--- src/rtl/thor2024_uop_expander_pkg.sv ---
// Shared types and helpers for the stack macro-op expander.
// THOR_UOP_ENTER_LEAVE_EN enables ENTER/LEAVE expansion.
package thor2024_uop_expander_pkg;

  localparam int SP_REG     = 31;
  localparam int FP_REG     = 30;
  localparam int LR_REG     = 29;
  localparam int WORD_BYTES = 8;
  localparam int PCW        = 32;
  localparam int IMMW       = 15;

  typedef enum logic [6:0] {
    OP_NOP   = 7'h00,
    OP_ADD   = 7'h04,
    OP_ADDI  = 7'h05,
    OP_PFX   = 7'h08,
    OP_ATOM  = 7'h09,
    OP_LDO   = 7'h10,
    OP_STO   = 7'h18,
    OP_PUSH  = 7'h20,
    OP_POP   = 7'h21,
    OP_ENTER = 7'h22,
    OP_LEAVE = 7'h23
  } opcode_t;

  typedef struct packed {
    logic [IMMW-1:0] imm;
    logic [4:0]      rs1;
    logic [4:0]      rd;
    opcode_t         op;
  } instruction_t;

  typedef enum logic {
    IDLE,
    EXPAND
  } uop_state_t;

  // PUSH/POP: cnt in [8:7], register list R0..R3 in [13:9],[18:14],[23:19],[28:24]
  function automatic logic [1:0] fnRegCnt(instruction_t i);
    return i.rd[1:0];
  endfunction

  function automatic logic [4:0] fnReg(instruction_t i, logic [1:0] k);
    logic [31:0] w;
    int unsigned b;
    w = i;
    b = 9 + 5 * int'(k);
    return w[b +: 5];
  endfunction

  function automatic instruction_t fnMk(opcode_t op, logic [4:0] rd,
                                        logic [4:0] rs1,
                                        logic [IMMW-1:0] imm);
    instruction_t r;
    r.op  = op;
    r.rd  = rd;
    r.rs1 = rs1;
    r.imm = imm;
    return r;
  endfunction

  function automatic logic [2:0] fnUopCount(instruction_t i);
    logic [2:0] n;
    n = 3'd1;
    unique case (1'b1)
      i.op == OP_PUSH,
      i.op == OP_POP:   n = {1'b0, fnRegCnt(i)} + 3'd2;
`ifdef THOR_UOP_ENTER_LEAVE_EN
      i.op == OP_ENTER: n = 3'd5;
      i.op == OP_LEAVE: n = 3'd4;
`endif
      default:          n = 3'd1;
    endcase
    return n;
  endfunction

endpackage

--- src/rtl/thor2024_uop_expander_if.sv ---
// Align-to-decode handshake bundle around the uop expander.
// The slave modport is the expander's view.
interface thor2024_uop_expander_if;
  import thor2024_uop_expander_pkg::*;

  logic             in_valid;
  logic             in_ready;
  instruction_t     in_instr;
  logic [PCW-1:0]   in_pc;
  logic             out_valid;
  logic             out_ready;
  instruction_t     out_instr;
  logic [PCW-1:0]   out_pc;
  logic [2:0]       out_uop_idx;
  logic             out_last;
  logic             out_illegal;

  modport slave (
    input  in_valid, in_instr, in_pc, out_ready,
    output in_ready, out_valid, out_instr, out_pc,
    output out_uop_idx, out_last, out_illegal
  );

  modport master (
    output in_valid, in_instr, in_pc, out_ready,
    input  in_ready, out_valid, out_instr, out_pc,
    input  out_uop_idx, out_last, out_illegal
  );
endinterface

--- src/rtl/thor2024_uop_gen.sv ---
// Combinational micro-op generator: (instr, idx) -> uop.
// THOR_UOP_ENTER_LEAVE_EN enables ENTER/LEAVE sequences.
module thor2024_uop_gen
  import thor2024_uop_expander_pkg::*;
(
  input  instruction_t instr_i,
  input  logic [2:0]   idx_i,
  output instruction_t uop_o
);

  localparam logic [4:0] SP = 5'(SP_REG);
`ifdef THOR_UOP_ENTER_LEAVE_EN
  localparam logic [4:0] FP = 5'(FP_REG);
  localparam logic [4:0] LR = 5'(LR_REG);
`endif
  localparam logic [IMMW-1:0] WB = IMMW'(WORD_BYTES);

  logic [2:0]      n;
  logic [1:0]      k;
  logic [IMMW-1:0] nb;

  always_comb begin
    n     = {1'b0, fnRegCnt(instr_i)} + 3'd1;
    k     = 2'(idx_i - 3'd1);
    nb    = WB * IMMW'(n);
    uop_o = instr_i;
    unique case (1'b1)
      instr_i.op == OP_PUSH: begin
        if (idx_i == 3'd0)
          uop_o = fnMk(OP_ADDI, SP, SP, -nb);
        else
          uop_o = fnMk(OP_STO, fnReg(instr_i, k), SP,
                       WB * IMMW'(n - 3'd1 - {1'b0, k}));
      end
      instr_i.op == OP_POP: begin
        if (idx_i < n)
          uop_o = fnMk(OP_LDO, fnReg(instr_i, idx_i[1:0]), SP,
                       WB * IMMW'(n - 3'd1 - idx_i));
        else
          uop_o = fnMk(OP_ADDI, SP, SP, nb);
      end
`ifdef THOR_UOP_ENTER_LEAVE_EN
      instr_i.op == OP_ENTER: begin
        unique case (idx_i)
          3'd0:    uop_o = fnMk(OP_ADDI, SP, SP, -(WB * 2));
          3'd1:    uop_o = fnMk(OP_STO, FP, SP, '0);
          3'd2:    uop_o = fnMk(OP_STO, LR, SP, WB);
          3'd3:    uop_o = fnMk(OP_ADDI, FP, SP, '0);
          default: uop_o = fnMk(OP_ADDI, SP, SP, -instr_i.imm);
        endcase
      end
      instr_i.op == OP_LEAVE: begin
        unique case (idx_i)
          3'd0:    uop_o = fnMk(OP_ADDI, SP, FP, '0);
          3'd1:    uop_o = fnMk(OP_LDO, FP, SP, '0);
          3'd2:    uop_o = fnMk(OP_LDO, LR, SP, WB);
          default: uop_o = fnMk(OP_ADDI, SP, SP, WB * 2 + instr_i.imm);
        endcase
      end
`endif
      default: uop_o = instr_i;
    endcase
  end

endmodule

--- src/rtl/thor2024_uop_expander.sv ---
// Stack macro-op expander between align and decode.
// THOR_UOP_ENTER_LEAVE_EN enables ENTER/LEAVE expansion.
module thor2024_uop_expander
  import thor2024_uop_expander_pkg::*;
(
  input  logic                    clk,
  input  logic                    rst,
  input  logic                    flush_i,
  thor2024_uop_expander_if.slave  io
);

  uop_state_t     state_q, state_d;
  logic [2:0]     cnt_q, cnt_d;
  logic [2:0]     num_q, num_d;
  instruction_t   mac_q, mac_d;
  logic [PCW-1:0] pc_q, pc_d;

  logic           ov_q, ov_d;
  instruction_t   oi_q, oi_d;
  logic [PCW-1:0] opc_q, opc_d;
  logic [2:0]     idx_q, idx_d;
  logic           last_q, last_d;
  logic           ill_q, ill_d;

  logic           in_ready;
  logic           accept;
  logic [2:0]     in_n;
  logic           in_ill;
  logic           exp_last;
  instruction_t   gen_in;
  logic [2:0]     gen_idx;
  instruction_t   gen_uop;

  assign in_ready = (state_q == IDLE) && (!ov_q || io.out_ready);
  assign accept   = io.in_valid && in_ready;
  assign in_n     = fnUopCount(io.in_instr);
  assign exp_last = (cnt_q == num_q - 3'd1);
  assign gen_in   = (state_q == IDLE) ? io.in_instr : mac_q;
  assign gen_idx  = (state_q == IDLE) ? 3'd0 : cnt_q;

`ifdef THOR_UOP_ENTER_LEAVE_EN
  assign in_ill = 1'b0;
`else
  assign in_ill = (io.in_instr.op == OP_ENTER) ||
                  (io.in_instr.op == OP_LEAVE);
`endif

  thor2024_uop_gen u_gen (
    .instr_i (gen_in),
    .idx_i   (gen_idx),
    .uop_o   (gen_uop)
  );

  always_comb begin
    state_d = state_q;
    cnt_d   = cnt_q;
    num_d   = num_q;
    mac_d   = mac_q;
    pc_d    = pc_q;
    ov_d    = ov_q;
    oi_d    = oi_q;
    opc_d   = opc_q;
    idx_d   = idx_q;
    last_d  = last_q;
    ill_d   = ill_q;
    if (flush_i) begin
      state_d = IDLE;
      cnt_d   = '0;
      ov_d    = 1'b0;
      idx_d   = '0;
      last_d  = 1'b0;
      ill_d   = 1'b0;
    end else if (state_q == EXPAND) begin
      // out_valid stays high for the whole sequence
      if (io.out_ready) begin
        ov_d   = 1'b1;
        oi_d   = gen_uop;
        opc_d  = pc_q;
        idx_d  = cnt_q;
        last_d = exp_last;
        ill_d  = 1'b0;
        cnt_d  = cnt_q + 3'd1;
        if (exp_last) begin
          state_d = IDLE;
          cnt_d   = '0;
        end
      end
    end else begin
      if (ov_q && io.out_ready)
        ov_d = 1'b0;
      if (accept) begin
        ov_d   = 1'b1;
        oi_d   = gen_uop;
        opc_d  = io.in_pc;
        idx_d  = '0;
        last_d = (in_n == 3'd1);
        ill_d  = in_ill;
        cnt_d  = '0;
        if (in_n != 3'd1) begin
          state_d = EXPAND;
          cnt_d   = 3'd1;
          num_d   = in_n;
          mac_d   = io.in_instr;
          pc_d    = io.in_pc;
        end
      end
    end
  end

  always_ff @(posedge clk) begin
    if (rst) begin
      state_q <= IDLE;
      cnt_q   <= '0;
      num_q   <= '0;
      mac_q   <= '0;
      pc_q    <= '0;
      ov_q    <= 1'b0;
      oi_q    <= '0;
      opc_q   <= '0;
      idx_q   <= '0;
      last_q  <= 1'b0;
      ill_q   <= 1'b0;
    end else begin
      state_q <= state_d;
      cnt_q   <= cnt_d;
      num_q   <= num_d;
      mac_q   <= mac_d;
      pc_q    <= pc_d;
      ov_q    <= ov_d;
      oi_q    <= oi_d;
      opc_q   <= opc_d;
      idx_q   <= idx_d;
      last_q  <= last_d;
      ill_q   <= ill_d;
    end
  end

  assign io.in_ready    = in_ready;
  assign io.out_valid   = ov_q;
  assign io.out_instr   = oi_q;
  assign io.out_pc      = opc_q;
  assign io.out_uop_idx = idx_q;
  assign io.out_last    = last_q;
  assign io.out_illegal = ill_q;

endmodule

--- src/flat_wrapper.sv ---
// flat-port wrapper written by rule: the top's interface ports become plain ports
module thor2024_uop_expander_flat import thor2024_uop_expander_pkg::*;
  (clk, rst, flush_i, io_in_valid, io_in_instr, io_in_pc, io_out_ready, io_in_ready, io_out_valid, io_out_instr, io_out_pc, io_out_uop_idx, io_out_last, io_out_illegal);
  thor2024_uop_expander_if io_i ();
  input  logic clk;
  input  logic rst;
  input  logic flush_i;
  input wire logic [$bits(io_i.in_valid)-1:0] io_in_valid;
  input wire logic [$bits(io_i.in_instr)-1:0] io_in_instr;
  input wire logic [$bits(io_i.in_pc)-1:0] io_in_pc;
  input wire logic [$bits(io_i.out_ready)-1:0] io_out_ready;
  output wire logic [$bits(io_i.in_ready)-1:0] io_in_ready;
  output wire logic [$bits(io_i.out_valid)-1:0] io_out_valid;
  output wire logic [$bits(io_i.out_instr)-1:0] io_out_instr;
  output wire logic [$bits(io_i.out_pc)-1:0] io_out_pc;
  output wire logic [$bits(io_i.out_uop_idx)-1:0] io_out_uop_idx;
  output wire logic [$bits(io_i.out_last)-1:0] io_out_last;
  output wire logic [$bits(io_i.out_illegal)-1:0] io_out_illegal;
  assign io_i.in_valid = io_in_valid;
  assign io_i.in_instr = io_in_instr;
  assign io_i.in_pc = io_in_pc;
  assign io_i.out_ready = io_out_ready;
  assign io_in_ready = io_i.in_ready;
  assign io_out_valid = io_i.out_valid;
  assign io_out_instr = io_i.out_instr;
  assign io_out_pc = io_i.out_pc;
  assign io_out_uop_idx = io_i.out_uop_idx;
  assign io_out_last = io_i.out_last;
  assign io_out_illegal = io_i.out_illegal;
  thor2024_uop_expander u_core (.clk(clk), .rst(rst), .flush_i(flush_i), .io(io_i));
endmodule
--- config.mk ---
export PLATFORM = sky130hd
export DESIGN_NAME = thor2024_uop_expander_flat
export DESIGN_NICKNAME = d
export VERILOG_FILES = /design/src/rtl/thor2024_uop_expander_pkg.sv /design/src/rtl/thor2024_uop_expander_if.sv /design/src/rtl/thor2024_uop_gen.sv /design/src/rtl/thor2024_uop_expander.sv /design/src/flat_wrapper.sv
export SDC_FILE = /design/constraint.sdc
export NUM_CORES = 1
export LEC_CHECK = 0
export CORE_ASPECT_RATIO = 1.2
export CORE_MARGIN = 4
export CORE_UTILIZATION = 56
export DETAILED_ROUTE_END_ITERATION = 6
export GPL_TIMING_DRIVEN = 0
export PLACE_DENSITY = 0.9
export SKIP_LAST_GASP = 1
export SLEW_MARGIN = 40
export SYNTH_ARGS = -nofsm -noshare
export SYNTH_HDL_FRONTEND = slang
export SYNTH_SLANG_ARGS = --single-unit
--- constraint.sdc ---
create_clock -name clk -period 6.6 [get_ports clk]
set_input_delay 0.99 -clock clk [delete_from_list [all_inputs] [get_ports clk]]
set_output_delay 0.99 -clock clk [all_outputs]
set_load 0.02 [all_outputs]
==> results.yml, run 1 <==
routing:
  drt-pass1-iter-count: 6
  vias: 7006
  met3_length_um: 2450
  wl_met2_um: 10900
  ant_nets: 0
  drt_iter0_drc: 607
  routed_wirelength_um: 23000
  wl_met1_um: 8320
  wire_per_inst_um: 20.4
  drc_errors: 0
  top_layer_used: "met4"
  viasPerCell: 6.21
die:
  start_util_pct: 58.1
  core_mm2: 0.0117
  die_y_um: 129
  die_area_mm2: 0.0140
  ioPinCount: 140
  row_count: 43
  fp.dieW_um: 109
clocking:
  numCtsBuffers: 17
  cts_tree: "yes"
  path_clk_slew_ns: 0.06
  h-tree-depth: 4
  post_cts_buffers: 0
  cts_num_sinks: 141
  cts_resized: 0
  root_buffer: "clkbuf_16"
  clk_latency_ns: 0.43
  cts_hold_buf: 0
  clk_path_buf_depth: 2
timing:
  fin_crit_sh_pct: 56.2
  max_freq_ghz: 0.270
  tns_ns: 0
  skew_ns: 0.00669
  slew_headroom_pct: 45.1
  hold_violations: 0
  rsz0062_at_grt: "no"
  slew_violations: 0
  finalSetupViolCount: 0
  worstMarginPinSlew_ns: 0.823
  period_needed_ns: 3.71
  fin_ws_ns: 2.89
synthesis:
  ys_ff_latch: 141
  synthArstFlopShare_pct: 0
  seq_area_frac_synth_pct: 41.4
  synth_area_per_cell_um2: 8.49
  yosysWarnings: 0
  yosysUniqueCellTypes: 59
  synth_cells: 803
  synth_ff_type: "dfxtp_1"
  syn_nets: 889
  syn_area_mm2: 0.00681
  synth-edff-count: 0
worst_setup_path:
  crit_arrival_ns: 3.98
  cp_cell_sequence: "clkdlybuf4s50_1 > mux2_2 > ha_1 > inv_1 > ha_1 > nor3b_1 > a311oi_4 > mux2_2 > o2111ai_1 > a21oi_1"
  crit_family: "compound AO/OA/AOI/OAI gates"
  crit_buf_inv: 2
  critPathSlowestCell: "clkdlybuf4s50_1"
  worstPathMaxFanout: 9
  slowest_delay_ns: 0.46
  crit_cells: 10
  reg2reg_to: "u_core.io.out_instr[22]"
  crit_type: "in -> reg"
  crit_required_ns: 6.88
  endpoint: "u_core.io.out_instr[22]"
  worstSetupStartpointType: "primary input"
  startpoint: "io_in_instr[8]"
  end_kind: "flop"
  r2r_slack_ns: 3.02
  reg2reg_depth: 12
  timing.rr.start: "u_core.state_q"
power_and_ir_drop:
  power_w: 0.00213
  peakVddDrop_v: 0.000189
  power.density_mw_per_mm2: 237
  p_leak_nw: 3.13
job:
  drv_cap: 0
worst_hold_path:
  min_path_cells: 2
  worstHoldPathType: "reg -> reg"
global_route:
  grt_pass1_wl_um: 35900
  grt_max_degree: 17
  grt_usage_pct: 33.0
  overflow: 0
  antenna_found_initial: 0
  grt_pass1_vias: 6971
placed_design:
  dpl_cell_area_mm2: 0.00838
  pre_cts_slack_ns: 2.55
  io_buffers: 137
  gp_congestion: 0.997
  dp_hpwl_um: 16000
outcome:
  outcome: "completed"
layout:
  nets: 1045
  stdcell_area_mm2: 0.00897
  layout-drive-gt1-share_pct: 8.86
  area_delta_synth_final_pct: 31.7
  diodes: 0
layout by cell type, fill, tap and decap left out, types with 3 or more instances in the layout:
cell,count
ha_1,15
mux4_2,4
a311oi_1,7
mux2_2,12
and3_1,13
clkbuf_1,34
a31o_2,3
dfxtp_1,141
nand3b_1,3
a21o_1,3
inv_1,18
nor2_1,78
a21oi_1,88
buf_2,23
a211oi_1,41
mux2i_1,53
nor3b_1,3
clkbuf_16,17
inv_6,3
o21ai_0,10
nand3_1,11
nand2_1,150
nor2b_1,6
a221o_1,6
o22ai_1,11
nand2b_1,5
a31oi_1,3
nor3_1,5
xnor2_1,4
clkdlybuf4s50_1,137
clkinvlp_4,5
o211ai_1,4
a211o_1,3
a22oi_1,5
tightest hold or removal path, stage by stage, from the launching register on:
cell     delay (ns)
dfxtp_1        0.31
nand2_1        0.05
a21oi_1        0.05
sequential cells by signal, indices dropped and copies added, names as in the netlist:
signal                 count
u_core.io.out_instr       32
u_core.io.out_valid        1
u_core.cnt_q               3
u_core.mac_q              32
u_core.io.out_illegal      1
u_core.io.out_last         1
u_core.io.out_pc          32
u_core.pc_q               32
u_core.num_q               3
u_core.state_q             1
u_core.io.out_uop_idx      3
worst min path at each step:
stage | slack (ns) | from | endpoint
floorplan | 0.43 | u_core.mac_q[8] | u_core.mac_q[8]
global placement | 0.44 | u_core.mac_q[8] | u_core.mac_q[8]
detailed placement | 0.44 | u_core.mac_q[8] | u_core.mac_q[8]
CTS | 0.46 | u_core.pc_q[20] | u_core.pc_q[20]
global route | 0.47 | u_core.io.out_instr[28] | u_core.io.out_instr[28]
finish | 0.45 | u_core.mac_q[31] | u_core.mac_q[31]
logic make-up after synthesis:
logic type | synth area share, %
flip-flops | 41.4
AO/OA/AOI/OAI | 20.1
multiplexers | 11.3
XOR/XNOR | 0.863
adder cells (fa/ha/maj) | 3.34
AND/OR/NAND/NOR | 17.8
buffers and inverters | 5.10
metrics by stage:
stage	utilization, %	cells	hold WS [ns]
after CTS	76.5	1128	0.455
after floorplan	-	803	0.433
final	76.5	1128	0.454
after detailed placement	71.5	1097	0.443
after global placement	71.5	1097	0.440
after global routing	76.5	1128	0.471
where the power goes:
part           internal [W]  switching [W]  total [W]
combinational      0.000125       0.000150   0.000275
sequential         0.000878      0.0000159   0.000894
clock              0.000577       0.000383   0.000959
total               0.00158       0.000549    0.00213
synth_stat cells, drive strengths merged, types with 8 or more instances:
cell | count | area, um2
nand2 | 150 | 563
and3 | 13 | 81.3
dfxtp | 141 | 2820
inv | 18 | 67.6
clkbuf | 34 | 128
o21ai | 10 | 50.1
nor2 | 78 | 293
buf | 27 | 153
mux2i | 53 | 531
a211oi | 41 | 308
o22ai | 11 | 68.8
mux2 | 13 | 150
ha | 15 | 188
nand3 | 11 | 55.1
a21oi | 89 | 449
a311oi | 8 | 87.6
cell type report:
cell class                      instances  area, um2
Buffer                                 61        280
Clock buffer                           19        453
Clock inverter                         12        138
Fill cell                             826       2760
Inverter                               18       67.6
Multi-Input combinational cell        583       3640
Sequential cell                       141       2820
Tap cell                              157        196
Timing Repair Buffer                  137       1370
metal layers:
layer	track usage, %	up-vias
met5	0	-
met4	18.8	0
li1	-	3152
met3	9.23	114
met2	54.7	449
met1	38.1	3291
Note: power is estimated with default switching activity, not from simulation.
==> run 2: changes to the inputs <==
--- a/config.mk
+++ b/config.mk
@@ -7,10 +7,10 @@
 export LEC_CHECK = 0
 export CORE_ASPECT_RATIO = 1.2
 export CORE_MARGIN = 4
-export CORE_UTILIZATION = 56
+export CORE_UTILIZATION = 52
 export DETAILED_ROUTE_END_ITERATION = 6
 export GPL_TIMING_DRIVEN = 0
-export PLACE_DENSITY = 0.9
+export PLACE_DENSITY = 0.85
 export SKIP_LAST_GASP = 1
 export SLEW_MARGIN = 40
 export SYNTH_ARGS = -nofsm -noshare
==> constraint.sdc (replaced) <==
create_clock -name clk -period 3.75 [get_ports clk]
set_input_delay 0.5625 -clock clk [delete_from_list [all_inputs] [get_ports clk]]
set_output_delay 0.5625 -clock clk [all_outputs]
set_load 0.02 [all_outputs]
==> results.yml, run 2 (synthesis gave the netlist of run 1 again) <==
global_route:
  antenna_found_initial: 0
  grt_pass1_vias: 6719
  grt_pass1_wl_um: 35400
  grt_usage_pct: 29.8
  grt_max_degree: 17
  overflow: 0
worst_setup_path:
  crit_arrival_ns: 3.77
  end_kind: "flop"
  r2r_slack_ns: 0.26
  startpoint: "u_core.state_q"
  worstSetupStartpointType: "flop"
  reg2reg_depth: 12
  reg2reg_to: "u_core.io.out_instr[22]"
  crit_required_ns: 4.03
  crit_type: "reg -> reg"
  timing.rr.start: "u_core.state_q"
  worstPathMaxFanout: 10
timing:
  max_freq_ghz: 0.286
  period_needed_ns: 3.49
  rsz0062_at_grt: "no"
  tns_ns: 0
  slew_violations: 0
  fin_crit_sh_pct: 93.1
  whs_ns: 0.453
  worstMarginPinSlew_ns: 0.756
  finalSetupViolCount: 0
  slew_headroom_pct: 49.6
  skew_ns: 0.00832
  hold_violations: 0
layout:
  layout-drive-gt1-share_pct: 8.95
  stdcell_area_mm2: 0.00901
  nets: 1045
  n_fill_cell: 991
  final_common_cell: "nand2_1"
  mostFrequentLayoutCells: "nand2_1, dfxtp_1, clkdlybuf4s50_1"
  diodes: 0
  multi_input_area_mm2: 0.00364
  regArea_mm2: 0.00282
  area_delta_synth_final_pct: 32.3
clocking:
  numCtsBuffers: 17
  cts_num_sinks: 141
  cts_resized: 0
  root_buffer: "clkbuf_16"
  clk_latency_ns: 0.43
  path_clk_slew_ns: 0.06
  post_cts_buffers: 0
  clk_path_buf_depth: 2
  h-tree-depth: 4
  cts_hold_buf: 0
  cts_tree: "yes"
routing:
  drt-pass1-iter-count: 6
  routed_wirelength_um: 22300
  ant_nets: 0
  drt_iter0_drc: 549
  wire_per_inst_um: 19.7
  vias: 6769
  viasPerCell: 5.96
  drc_errors: 0
worst_hold_path:
  worstHoldStart: "u_core.pc_q[10]"
  min_to: "u_core.pc_q[10]"
  min_path_cells: 2
  worstHoldPathType: "reg -> reg"
placed_design:
  dp_hpwl_um: 16000
  gp_congestion: 1.00
  io_buffers: 137
  dpl_cell_area_mm2: 0.00839
die:
  ioPinCount: 140
  core_mm2: 0.0127
  die_y_um: 133
  die_area_mm2: 0.0150
  fp.dieW_um: 113
  start_util_pct: 53.5
  row_count: 45
outcome:
  outcome: "completed"
power_and_ir_drop:
  p_clk_share_pct: 46.6
  netSwitchingFraction_pct: 25.9
  power.density_mw_per_mm2: 426
  p_leak_nw: 3.16
  internal-power_w: 0.00284
  seqPwrFrac_pct: 41.0
  p_sw_w: 0.000994
  peakVddDrop_v: 0.000301
  power_frac_comb_pct: 12.5
job:
  drv_cap: 0
## run 2: cell types whose count changed in the layout (fill, tap and decap cells not counted), sizes merged
cell      change
clkbuf        -1
clkinv        +4
bufinv        +1
inv           +1
clkinvlp      -4
## run 2: how the worst max path moves through the flow
stage	end	slack, ns	depth (start not counted)
CTS	u_core.io.out_instr[22]	0.28	12
global placement	u_core.io.out_instr[22]	0.12	10
floorplan	u_core.io.out_instr[29]	0.77	12
global route	u_core.io.out_instr[23]	0.11	12
finish	u_core.io.out_instr[22]	0.26	12
detailed placement	u_core.io.out_instr[22]	0.09	10
## run 2: power by group through the flow
stage | Clock (W) | Sequential (W) | Combinational, W
3_5_place_dp | 0 | 0.00160 | 0.000470
6_report | 0.00179 | 0.00157 | 0.000479
2_1_floorplan | 0 | 0.00166 | 0.000180
5_1_grt | 0.00186 | 0.00158 | 0.000513
3_3_place_gp | 0 | 0.00160 | 0.000464
4_1_cts | 0.00179 | 0.00157 | 0.000475
## run 2: critical path: stages (launching register included)
cell and delay [ns]:
dfxtp_1 0.32, buf_6 0.13, buf_6 0.15, buf_4 0.21, mux2_2 0.48, ha_1 0.25, inv_1 0.09, ha_1 0.28
nor3b_1 0.18, a311oi_4 0.44, mux2_2 0.39, o2111ai_1 0.32, a21oi_1 0.11
## run 2: metal layers
| layer | track usage, % | part of all wire, % | wire (um) |
|---|---|---|---|
| met1 | 34.0 | 37 | 8210 |
| met2 | 49.6 | 48 | 10700 |
| met3 | 10.3 | 11 | 2350 |
| met4 | 15.1 | 4.8 | 1080 |
| met5 | 0 | 0 | 0 |
## run 2: final cells by class
cell class              count  share of cell area [%]
clock buffers              18                    4.87
plain buffers              61                    3.11
multi-input cells         583                    40.4
clock inverters            14                    2.04
repair buffers            137                    15.2
flip-flops and latches    141                    31.3
inverters                  18                   0.750
well taps                 164                    2.28
## run 2: metrics by stage
step                power, W  util, %  worst slack (ns)  std cells
floorplan            0.00184        -             0.766        803
global placement     0.00207     65.9             0.121       1104
detailed placement   0.00207     65.9            0.0909       1104
CTS                  0.00384     70.8             0.279       1136
global route         0.00396     70.8             0.108       1136
finish               0.00384     70.8             0.258       1136
==> run 3: changes to the inputs <==
--- a/config.mk
+++ b/config.mk
@@ -5,12 +5,13 @@
 export SDC_FILE = /design/constraint.sdc
 export NUM_CORES = 1
 export LEC_CHECK = 0
+export CELL_PAD_IN_SITES_DETAIL_PLACEMENT = 0
+export CELL_PAD_IN_SITES_GLOBAL_PLACEMENT = 1
 export CORE_ASPECT_RATIO = 1.2
-export CORE_MARGIN = 4
-export CORE_UTILIZATION = 52
+export CORE_UTILIZATION = 38
 export DETAILED_ROUTE_END_ITERATION = 6
 export GPL_TIMING_DRIVEN = 0
-export PLACE_DENSITY = 0.85
+export PLACE_DENSITY = 0.84
 export SKIP_LAST_GASP = 1
 export SLEW_MARGIN = 40
 export SYNTH_ARGS = -nofsm -noshare
==> results.yml, run 3 (synthesis gave the netlist of run 1 again) <==
outcome:
  outcome: "completed"
worst_setup_path:
  end_kind: "flop"
  worstSetupStartpointType: "flop"
  crit_type: "reg -> reg"
  crit_arrival_ns: 3.83
  worstPathMaxFanout: 10
  critPathSlowestCell: "mux2_2"
  cp_cell_sequence: "buf_6 > buf_6 > buf_4 > mux2_2 > ha_1 > inv_1 > ha_1 > nor3b_1 > a311oi_4 > nand2_1 > o31ai_2 > a311oi_1"
  crit_required_ns: 4.03
  slowest_delay_ns: 0.48
power_and_ir_drop:
  peakVddDrop_v: 0.000352
  power_w: 0.00365
  power.density_mw_per_mm2: 405
  p_leak_nw: 3.13
routing:
  ant_nets: 0
  drt_iter0_drc: 432
  viasPerCell: 5.47
  vias: 6524
  routed_wirelength_um: 22600
  wire_per_inst_um: 19.0
  drc_errors: 0
  drt-pass1-iter-count: 5
placed_design:
  dp_hpwl_um: 16700
  pre_cts_slack_ns: -0.0954
  dp.cells: 1160
  gp_congestion: 0.934
  io_buffers: 137
job:
  drv_cap: 0
clocking:
  post_cts_buffers: 0
  cts_tree: "yes"
  cts_hold_buf: 0
  numCtsBuffers: 17
  clk_latency_ns: 0.42
  clk_path_buf_depth: 2
  h-tree-depth: 4
  path_clk_slew_ns: 0.06
  cts_num_sinks: 141
  root_buffer: "clkbuf_16"
global_route:
  grt_usage_pct: 24.9
  grt_max_degree: 17
  grt_pass1_wl_um: 35300
  antenna_found_initial: 0
  overflow: 0
  grt_pass1_vias: 6289
layout:
  mostFrequentLayoutCells: "nand2_1, dfxtp_1, clkdlybuf4s50_1"
  final_common_cell: "nand2_1"
  diodes: 0
  stdcell_count: 1192
  regArea_mm2: 0.00282
  layout-drive-gt1-share_pct: 8.85
  n_fill_cell: 1729
  area_delta_synth_final_pct: 32.4
  multi_input_area_mm2: 0.00365
  nets: 1045
die:
  start_util_pct: 38.9
  ioPinCount: 140
  die_area_mm2: 0.0185
  fp.dieW_um: 124
  core_mm2: 0.0175
  row_count: 53
  die_y_um: 149
timing:
  fin_crit_sh_pct: 94.5
  fin_ws_ns: 0.208
  whs_ns: 0.452
  slew_headroom_pct: 50.2
  worstMarginPinSlew_ns: 0.746
  finalSetupViolCount: 0
  skew_ns: 0.00809
  hold_violations: 0
  max_freq_ghz: 0.282
  rsz0062_at_grt: "no"
  slew_violations: 0
  tns_ns: 0
  period_needed_ns: 3.54
worst_hold_path:
  worstHoldPathType: "reg -> reg"
## run 3: cell count changes in the layout (fill, tap and decap cells not counted), sizes merged
| cell | delta |
|---|---|
| clkinv | +3 |
| bufinv | -2 |
| inv | -4 |
| clkbuf | +3 |
## run 3: worst paths after layout
check	cells after the start	slack, ns	to	start
setup / recovery	12	0.21	u_core.io.out_instr[10]	u_core.state_q
hold / removal	2	0.45	u_core.pc_q[17]	u_core.pc_q[17]
setup reg to reg	12	0.21	u_core.io.out_instr[10]	u_core.state_q
hold reg to reg	2	0.45	u_core.pc_q[17]	u_core.pc_q[17]
## run 3: worst max-delay path: cells and delay by family, from the launching register on
kind | cells | cell delay [ns]
buf+inv | 4 | 0.58
fa+ha+maj | 2 | 0.52
compound gates | 3 | 0.97
simple gates | 2 | 0.53
flops | 1 | 0.32
mux | 1 | 0.48
## run 3: final cells by class
type | count | share of cell area, %
plain buffers | 61 | 3.11
clock buffers | 21 | 5.10
clock inverters | 11 | 1.04
inverters | 18 | 0.749
multi-input cells | 583 | 40.4
flip-flops and latches | 141 | 31.3
well taps | 220 | 3.05
repair buffers | 137 | 15.2
## run 3: stage by stage
step,cell area [um2],utilization [%]
final,9020,51.5
after global routing,9020,51.5
after CTS,9010,51.5
after detailed placement,8460,48.3
after global placement,8460,48.3
after floorplan,6810,-
## run 3: layer usage
metal | share of wire [%] | up-vias | global-route usage (%) | routed length [um]
met4 | 3.0 | 0 | 11.4 | 682
met5 | 0 | - | 0 | 0
met1 | 42 | 3058 | 30.3 | 9440
li1 | - | 3162 | - | -
met3 | 7.7 | 37 | 6.51 | 1730
met2 | 48 | 267 | 41.1 | 10700
## run 3: timing repair
action	in CTS	in global routing
hold endpoints to repair	0	0
gates resized for setup	0	1
setup endpoints to repair	0	1
## run 3: where the power goes
| group | switching (W) | internal, W | total (W) |
|---|---|---|---|
| logic | 0.000260 | 0.000220 | 0.000480 |
| registers | 0.0000265 | 0.00155 | 0.00157 |
| clock network | 0.000656 | 0.000942 | 0.00160 |
| total | 0.000943 | 0.00271 | 0.00365 |
